--- src/rtl/mtc_ptcalc_scheduler.sv ---
// mtc_ptcalc_scheduler: assigns shared pT-calc blocks to sector-logic candidates
// each bunch crossing. It tracks block occupancy until done or timeout, and counts
// candidates dropped because every block was busy.
module mtc_ptcalc_scheduler #(
    parameter int unsigned N_SLC          = 3,
    parameter int unsigned N_PTCALC       = 3,
    parameter int unsigned CH_W           = 2,
    parameter int unsigned IDX_W          = 2,
    parameter int unsigned PTCALC_TIMEOUT = 64,
    parameter int unsigned CNT_W          = 16
) (
    input  logic                      clock,
    input  logic                      rst,
    input  logic [N_SLC-1:0]          slc_valid_i,
    input  logic [N_PTCALC-1:0]       ptcalc_done_i,
    output logic [N_SLC-1:0]          slc_out_valid_o,
    output logic [N_SLC*CH_W-1:0]     slc_process_ch_o,
    output logic [N_SLC-1:0]          slc_busy_o,
    output logic [N_PTCALC-1:0]       ptcalc_start_o,
    output logic [N_PTCALC*IDX_W-1:0] ptcalc_src_o,
    output logic [N_PTCALC-1:0]       ptcalc_inuse_o,
    output logic [N_PTCALC-1:0]       timeout_o,
    output logic [CNT_W-1:0]          busy_cnt_o
);

    localparam int unsigned TMR_W = $clog2(PTCALC_TIMEOUT + 1);
    localparam int unsigned SUM_W = CNT_W + 1;

    // Sequential state
    logic [N_PTCALC-1:0] r_inuse;
    logic [TMR_W-1:0]    r_tmr [N_PTCALC];
    logic [CH_W-1:0]     r_rr_ptr;

    // Allocation results
    logic [N_PTCALC-1:0]       w_free;
    logic [N_PTCALC-1:0]       w_grant;
    logic [N_SLC*CH_W-1:0]     w_ch;
    logic [N_SLC-1:0]          w_busy;
    logic [N_PTCALC*IDX_W-1:0] w_src;
    logic                      w_any;
    logic                      w_found;
    logic [CH_W-1:0]           w_k;
    logic [CH_W-1:0]           w_last;
    logic [CH_W-1:0]           w_rr_nxt;
    logic [SUM_W-1:0]          w_sum;
    logic [CNT_W-1:0]          w_cnt_nxt;

    assign ptcalc_inuse_o = r_inuse;

    // Block index reached by stepping 'off' places up from 'base', wrapping at N_PTCALC
    function automatic logic [CH_W-1:0] wrap_idx(input logic [CH_W-1:0] base,
                                                 input int unsigned off);
        int unsigned s;
        s = 32'(base) + off;
        if (s >= N_PTCALC) s = s - N_PTCALC;
        return CH_W'(s);
    endfunction

    // Priority walk over candidates, round-robin search over the free blocks
    always_comb begin : alloc
        w_free  = ~r_inuse;
        w_grant = '0;
        w_ch    = '0;
        w_busy  = '0;
        w_src   = '0;
        w_any   = 1'b0;
        w_found = 1'b0;
        w_k     = '0;
        w_last  = '0;
        for (int unsigned i = 0; i < N_SLC; i++) begin
            w_found = 1'b0;
            if (slc_valid_i[i]) begin
                for (int unsigned j = 0; j < N_PTCALC; j++) begin
                    w_k = wrap_idx(r_rr_ptr, j);
                    if (!w_found && w_free[w_k]) begin
                        w_found                        = 1'b1;
                        w_free[w_k]                    = 1'b0;
                        w_grant[w_k]                   = 1'b1;
                        w_ch[i*CH_W +: CH_W]           = w_k;
                        w_src[32'(w_k)*IDX_W +: IDX_W] = IDX_W'(i);
                        w_last                         = w_k;
                        w_any                          = 1'b1;
                    end
                end
                if (!w_found) w_busy[i] = 1'b1;
            end
        end
    end

    // Pointer moves past the last block granted this cycle
    always_comb begin : rr_next
        w_rr_nxt = r_rr_ptr;
        if (w_any) begin
            if (w_last == CH_W'(N_PTCALC - 1)) w_rr_nxt = '0;
            else                               w_rr_nxt = w_last + CH_W'(1);
        end
    end

    // Saturating accumulation of busy candidates
    always_comb begin : busy_sum
        w_sum = {1'b0, busy_cnt_o};
        for (int unsigned i = 0; i < N_SLC; i++) begin
            w_sum = w_sum + SUM_W'(w_busy[i]);
        end
        w_cnt_nxt = w_sum[CNT_W] ? '1 : w_sum[CNT_W-1:0];
    end

    // Registered candidate-side and start outputs, pointer and counter
    always_ff @(posedge clock) begin
        if (rst) begin
            slc_out_valid_o  <= '0;
            slc_process_ch_o <= '0;
            slc_busy_o       <= '0;
            ptcalc_start_o   <= '0;
            ptcalc_src_o     <= '0;
            busy_cnt_o       <= '0;
            r_rr_ptr         <= '0;
        end else begin
            slc_out_valid_o  <= slc_valid_i;
            slc_process_ch_o <= w_ch;
            slc_busy_o       <= w_busy;
            ptcalc_start_o   <= w_grant;
            ptcalc_src_o     <= w_src;
            busy_cnt_o       <= w_cnt_nxt;
            r_rr_ptr         <= w_rr_nxt;
        end
    end

    // Per-block occupancy: set on grant, cleared by done (preferred) or by timeout
    always_ff @(posedge clock) begin
        if (rst) begin
            r_inuse   <= '0;
            timeout_o <= '0;
            for (int unsigned k = 0; k < N_PTCALC; k++) r_tmr[k] <= '0;
        end else begin
            timeout_o <= '0;
            for (int unsigned k = 0; k < N_PTCALC; k++) begin
                if (w_grant[k]) begin
                    r_inuse[k] <= 1'b1;
                    r_tmr[k]   <= '0;
                end else if (r_inuse[k]) begin
                    if (ptcalc_done_i[k]) begin
                        r_inuse[k] <= 1'b0;
                        r_tmr[k]   <= '0;
                    end else if (r_tmr[k] == TMR_W'(PTCALC_TIMEOUT - 1)) begin
                        r_inuse[k]   <= 1'b0;
                        r_tmr[k]     <= '0;
                        timeout_o[k] <= 1'b1;
                    end else begin
                        r_tmr[k] <= r_tmr[k] + TMR_W'(1);
                    end
                end
            end
        end
    end

endmodule

--- config.mk ---
export PLATFORM = sky130hd
export DESIGN_NAME = mtc_ptcalc_scheduler
export DESIGN_NICKNAME = d
export VERILOG_FILES = /design/src/rtl/mtc_ptcalc_scheduler.sv
export SDC_FILE = /design/constraint.sdc
export NUM_CORES = 1
export LEC_CHECK = 0
export ABC_AREA = 1
export BUFFER_PORTS_ARGS = -buffer_cell sky130_fd_sc_hd__clkbuf_2
export CORE_ASPECT_RATIO = 1.2
export CORE_MARGIN = 2
export CORE_UTILIZATION = 30
export CTS_CLUSTER_DIAMETER = 100
export DETAILED_ROUTE_END_ITERATION = 8
export SLEW_MARGIN = 20
export SYNTH_ARGS = -nofsm -noshare
export SYNTH_HDL_FRONTEND = slang
export SYNTH_SLANG_ARGS = --single-unit
--- constraint.sdc ---
create_clock -name clock -period 8 [get_ports clock]
set_input_delay 1.2 -clock clock [delete_from_list [all_inputs] [get_ports clock]]
set_output_delay 1.2 -clock clock [all_outputs]
set_load 0.03 [all_outputs]
# == Word level (Yosys, flattened, before mapping) ==
# Memory sizes are Yosys's and may differ from the RTL's.
# Index checks and enable logic that the tools add are counted.
# word_totals
ram_bits,21
regBits,45
memories,1
# op_classes
n_shift,18
bitwise,40
n_addsub,21
eq_ne,4
n_mux,240
n_reduce_logical,23
magnitude_cmp,21
# memory_table
memory,depth,word_bits,read_ports,rd_ports_with_merged_regs,wr,line,rtl
r_tmr,3,7,3,0,3,31,logic [TMR_W-1:0] r_tmr [N_PTCALC];
# op_table
operator,n
negator 3 -> 34 bit,9
"variable shift 2 x 34 -> 6 bit, first input constant",9
"indexed part select 2 x 34 -> 6 bit, first input constant",9
two-way mux 1 bit,118
two-way mux 6 bit,18
two-way mux 3 bit,34
two-way mux 7 bit,12
two-way mux 2 bit,31
bitwise mux 6 bit,8
adder 17 x 1 -> 17 bit,2
"less-than comparator 2 x 3 -> 1 bit, second input constant",9
NOT 3 bit,9
AND 3 bit,8
bitwise OR 3 bit,8
"adder 7 x 1 -> 7 bit, second input constant",3
"== test 7 x 6 -> 1 bit, second input constant",3
binary-select mux 1 bit (select 2 bit),9
demux 1 bit (select 2 bit),9
"greater-or-equal comparator 2 x 1 -> 1 bit, second input constant",9
adder 16 x 1 -> 17 bit,1
two-way mux 16 bit,1
logical AND 1 bit,15
bitwise OR 1 bit,12
AND 6 bit,1
10 further kinds,20

# == Depth between registers and ports, before layout ==
# depth
word_depth,56
mapped_depth,54
depth_no_buf,54

# == Worst setup path before layout ==
# OpenSTA, ideal clock, no wires.
# synth_path
path_type,flip-flop to flip-flop
start,register r_rr_ptr[0]
end,register busy_cnt_o[14]
path_stages_with_launch,50
t_arrival_ns,5.457
synth_period_minus_slack_ns,5.575
path_slack_ns,2.425
setup_time_ns,0.119
n_path_buf,1
required_ns,7.881
cell_sequence,dfxtp_1 -> inv_1 -> ha_1 -> buf_2 -> inv_2 -> a21oi_1 -> o21ai_2 -> nand2_4 -> a21oi_2 -> nand3_2 -> nand2_2 -> nand2_2 -> nand3_2 -> nand3_4 -> nand2_4 -> inv_4 -> nand2_4 -> nand2_2 -> [... 14 more ...] -> nand2_2 -> nand2_4 -> nand2_1 -> nand3_1 -> fa_1 -> inv_1 -> ha_1 -> fa_1 -> nand3_1 -> nor3b_1 -> inv_1 -> nor2_1 -> inv_1 -> nor2_1 -> nand2_1 -> inv_1 -> o31ai_1 -> inv_1
# synth_via
elab_chain_len,53
elab_cells_between_ends,150
# synth_rtl
element,line,rtl
start: declaration,32,logic [CH_W-1:0] r_rr_ptr;
start signal: assignment,125,r_rr_ptr <= w_rr_nxt;
subtractor 2 bit or greater-or-equal comparator 2 bit (tied branches),55,if (s >= N_PTCALC) s = s - N_PTCALC;
two-way mux 2 bit,55,
two-way mux 2 bit,72,if (slc_valid_i[i]) begin
less-than comparator 2 x 3 -> 1 bit (not written as such) or greater-or-equal comparator 2 x 1 -> 1 bit (tied branches),77,w_free[w_k] = 1'b0;
logical AND 1 bit (not written as such),77,
two-way mux 1 bit (not written as such),77,
demux 1 bit (select 2 bit),77,
NOT 3 bit (no line),--,
[... 37 more ...],--,
two-way mux 1 bit (not written as such),75,if (!w_found && w_free[w_k]) begin
logical AND 1 bit,75,
two-way mux 1 bit,75,
two-way mux 1 bit,72,
two-way mux 1 bit,85,if (!w_found) w_busy[i] = 1'b1;
two-way mux 1 bit,72,
adder 17 x 1 -> 17 bit (*),103,w_sum = w_sum + SUM_W'(w_busy[i]);
two-way mux 16 bit (*),105,w_cnt_nxt = w_sum[CNT_W] ? '1 : w_sum[CNT_W-1:0];
end signal: assignment,124,busy_cnt_o <= w_cnt_nxt;
end: declaration,23,output logic [CNT_W-1:0] busy_cnt_o
# Every way passes the cells marked *; elsewhere a longest branch is shown, timed or not. The select of a mux whose other input is x is not followed.
# A chain may end at the register's enable or synchronous reset.

# == Worst setup path in the final report ==
# layout_path
start,register r_rr_ptr[1]
end,register busy_cnt_o[15]
# Same word-level chain as after synthesis.

==> qor.yml <==
status: "finished, final reports clean"
fmax_mhz: 145
cp_slowest_cell: "ha_1"
hpwl_mm: 7.74
cts_setup_buffers: 0
combPwrFrac_pct: 56.7
syn_area_um2: 4080
antenna_cells: 0
gr-usage-all-layers_pct: 14.4
core_um2: 13200
p_leak_uw: 0.00220
clock_sinks: 66
ctsResizeCount: 0
timing.critical_path.from: "r_rr_ptr[1]"
final_hold_viol_count: 0
synthArstFlopShare_pct: 0
slew-limit-headroom_pct: 54.6
drv_cap: 0
drive_gt1_share_pct: 26.5
tns_ns: 0
ff2ff_setup_slack_ns: 1.10
grt_setup_unrepaired: "no"
peakVddDrop_v: 0.000185
gr-total-overflow: 0
cts.clk_slew.worst_paths_ns: 0.05
setup_viol_count_final: 0
clock_latency_ns: 0.33
p_sw_uw: 1020
drc: 0
wire_per_inst_um: 13.2
cts.path.max_buffers: 2
hold_start: "r_tmr[0][6]"
yosys_warnings: 0
timing.final.max_slew_violations: 0
htree_levels: 3
rows: 46
io_pins: 51
fin_worst_skew_ns: 0.00462
start_util_pct: 30.8
dieArea_um2: 14500
switching_share_pct: 48.9
synthCells: 523
intPower_uw: 1060
fin_crit_ns: 6.90
grt_pass1_vias: 3617
grt_pass1_wl_mm: 17.1
ys_types: 47
die-height_um: 132
antenna_found_initial: 0
seq_area_um2: 1530
cts-root-buf: "clkbuf_16"
globalplace.congestion: 0.889
syn_to_final_growth_pct: 17.3
ys_seq_elements: 66
start_kind: "register"
power.share.clock_pct: 18.9
fin_crit_sh_pct: 86.2
numPortBuffers: 50
ant_nets: 0
crit_type: "register to register"
num_vias: 3516
final_net_count: 591
crit_arrival_ns: 7.17
hold_path_class: "register to register"
grt_max_degree: 29
r2r-start: "r_rr_ptr[1]"
crit_path_end_kind: "register"
required_ns: 8.28
multi_input_area_um2: 2170
final_util_pct: 36.2
tritoncts: "built"
syn_area_per_cell_um2: 7.80
ys_seq_area_share_pct: 37.5
postCtsHoldBufs: 0
viasPerCell: 4.72
synth_ff_type: "dfxtp_1"
fillers: 1379
syn_nets: 542
drt_wl_total_mm: 9.87
drt_iter0_markers: 107
die_x_um: 110
powerDensity_nw_per_um2: 434
worst_pin_slew_ns: 0.681
cp_max_fo: 13
synth_edf_count: 21
p_seq_share_pct: 24.5
cts-buffers-inserted: 9
dr.pass1.iters: 4
crit_path_max_incr_delay_ns: 0.59
-- final cells by class --
class	count	share of cell area, %
multi-input combinational	364	45.3
sequential	66	32.0
inverter	79	6.25
clock buffer	13	6.12
timing repair buffer	52	5.54
tap	168	4.39
clock inverter	3	0.366
-- sequential cells by signal (all words and copies together), names as in the netlist --
signal and cells:
r_tmr 21, busy_cnt_o 16, ptcalc_src_o 6, slc_process_ch_o 6, ptcalc_inuse_o 3, ptcalc_start_o 3
slc_busy_o 3, slc_out_valid_o 3, timeout_o 3, r_rr_ptr 2
-- kinds of logic after synthesis --
| logic type | after synthesis | synth area share, % |
|---|---|---|
| XOR/XNOR | 20 | 4.29 |
| buffers and inverters | 93 | 9.26 |
| flip-flops | 66 | 37.5 |
| AO/OA/AOI/OAI | 66 | 10.4 |
| AND/OR/NAND/NOR | 267 | 34.8 |
| adder cells (fa/ha/maj) | 11 | 3.74 |
-- synthesized netlist by cell type (4+ instances only) --
| cell type | count | area [um^2] |
|---|---|---|
| nand2_1 | 91 | 342 |
| inv_1 | 66 | 248 |
| xnor2_1 | 8 | 70.1 |
| a21oi_2 | 4 | 35.0 |
| a21oi_1 | 26 | 130 |
| dfxtp_1 | 45 | 901 |
| nand4_2 | 4 | 50.1 |
| o21ai_1 | 7 | 35.0 |
| nor3_1 | 16 | 80.1 |
| xor2_1 | 12 | 105 |
| inv_2 | 12 | 45.0 |
| nor2_2 | 12 | 75.1 |
| and3_1 | 4 | 25.0 |
| nand3_1 | 24 | 120 |
| buf_2 | 6 | 30.0 |
| nand3_2 | 16 | 160 |
| o21ai_0 | 7 | 35.0 |
| nand2_2 | 17 | 106 |
| edfxtp_1 | 21 | 631 |
| nand2_4 | 11 | 124 |
| ha_1 | 9 | 113 |
| nor2_1 | 59 | 221 |
| nand4_1 | 6 | 37.5 |
-- placed cells by master, fill, tap and decap left out, drive strengths merged, types with 3 or more instances in the layout --
master and instances:
o22ai 3, nand4 10, nand3 42, edfxtp 21
o31ai 3, dfxtp 45, nor3 18, clkbuf 63
nor2 71, and3 4, inv 79, o211ai 3
nand2 119, a21oi 31, xor2 12, xnor2 8
o21ai 17, ha 9
-- stage by stage --
| stage | hold slack [ns] | worst slack (ns) | total power (uW) | cells | instance area, um^2 |
|---|---|---|---|---|---|
| final | 0.543 | 1.10 | 2080 | 745 | 4790 |
| after global routing | 0.610 | 0.297 | 2250 | 745 | 4790 |
| after CTS | 0.551 | 1.05 | 2090 | 745 | 4790 |
| after detailed placement | 0.543 | 1.16 | 1690 | 729 | 4480 |
| after global placement | 0.543 | 1.30 | 1690 | 729 | 4480 |
| after floorplan | 0.502 | 2.42 | 1440 | 523 | 4080 |
-- final timing paths --
check	depth (start not counted)	to
setup / recovery	51	busy_cnt_o[15]
hold / removal	3	timeout_o[0]
setup reg to reg	51	busy_cnt_o[15]
hold reg to reg	3	timeout_o[0]
-- metal layers --
metal  wire [um]  vias up  GRT usage, %
met5           0        -             0
met4         335        0          7.85
met3         527       23          3.54
met2        4670      101          23.9
met1        4340     1597          17.1
li1            -     1795             -
-- power by group through the flow --
stage	logic (uW)	registers (uW)	clock network [uW]
detailed placement	1170	517	0
CTS	1180	511	401
global route	1310	523	416
global placement	1180	513	0
floorplan	877	567	0
finish	1180	509	392
-- critical path, delay by kind of cell, from the launching register on --
| kind | cells | cell delay (ns) |
|---|---|---|
| buf+inv | 7 | 0.82 |
| simple gates | 37 | 3.95 |
| flops | 1 | 0.33 |
| fa+ha+maj | 4 | 1.42 |
| compound gates | 3 | 0.29 |
(Power assumes the default switching activity.)
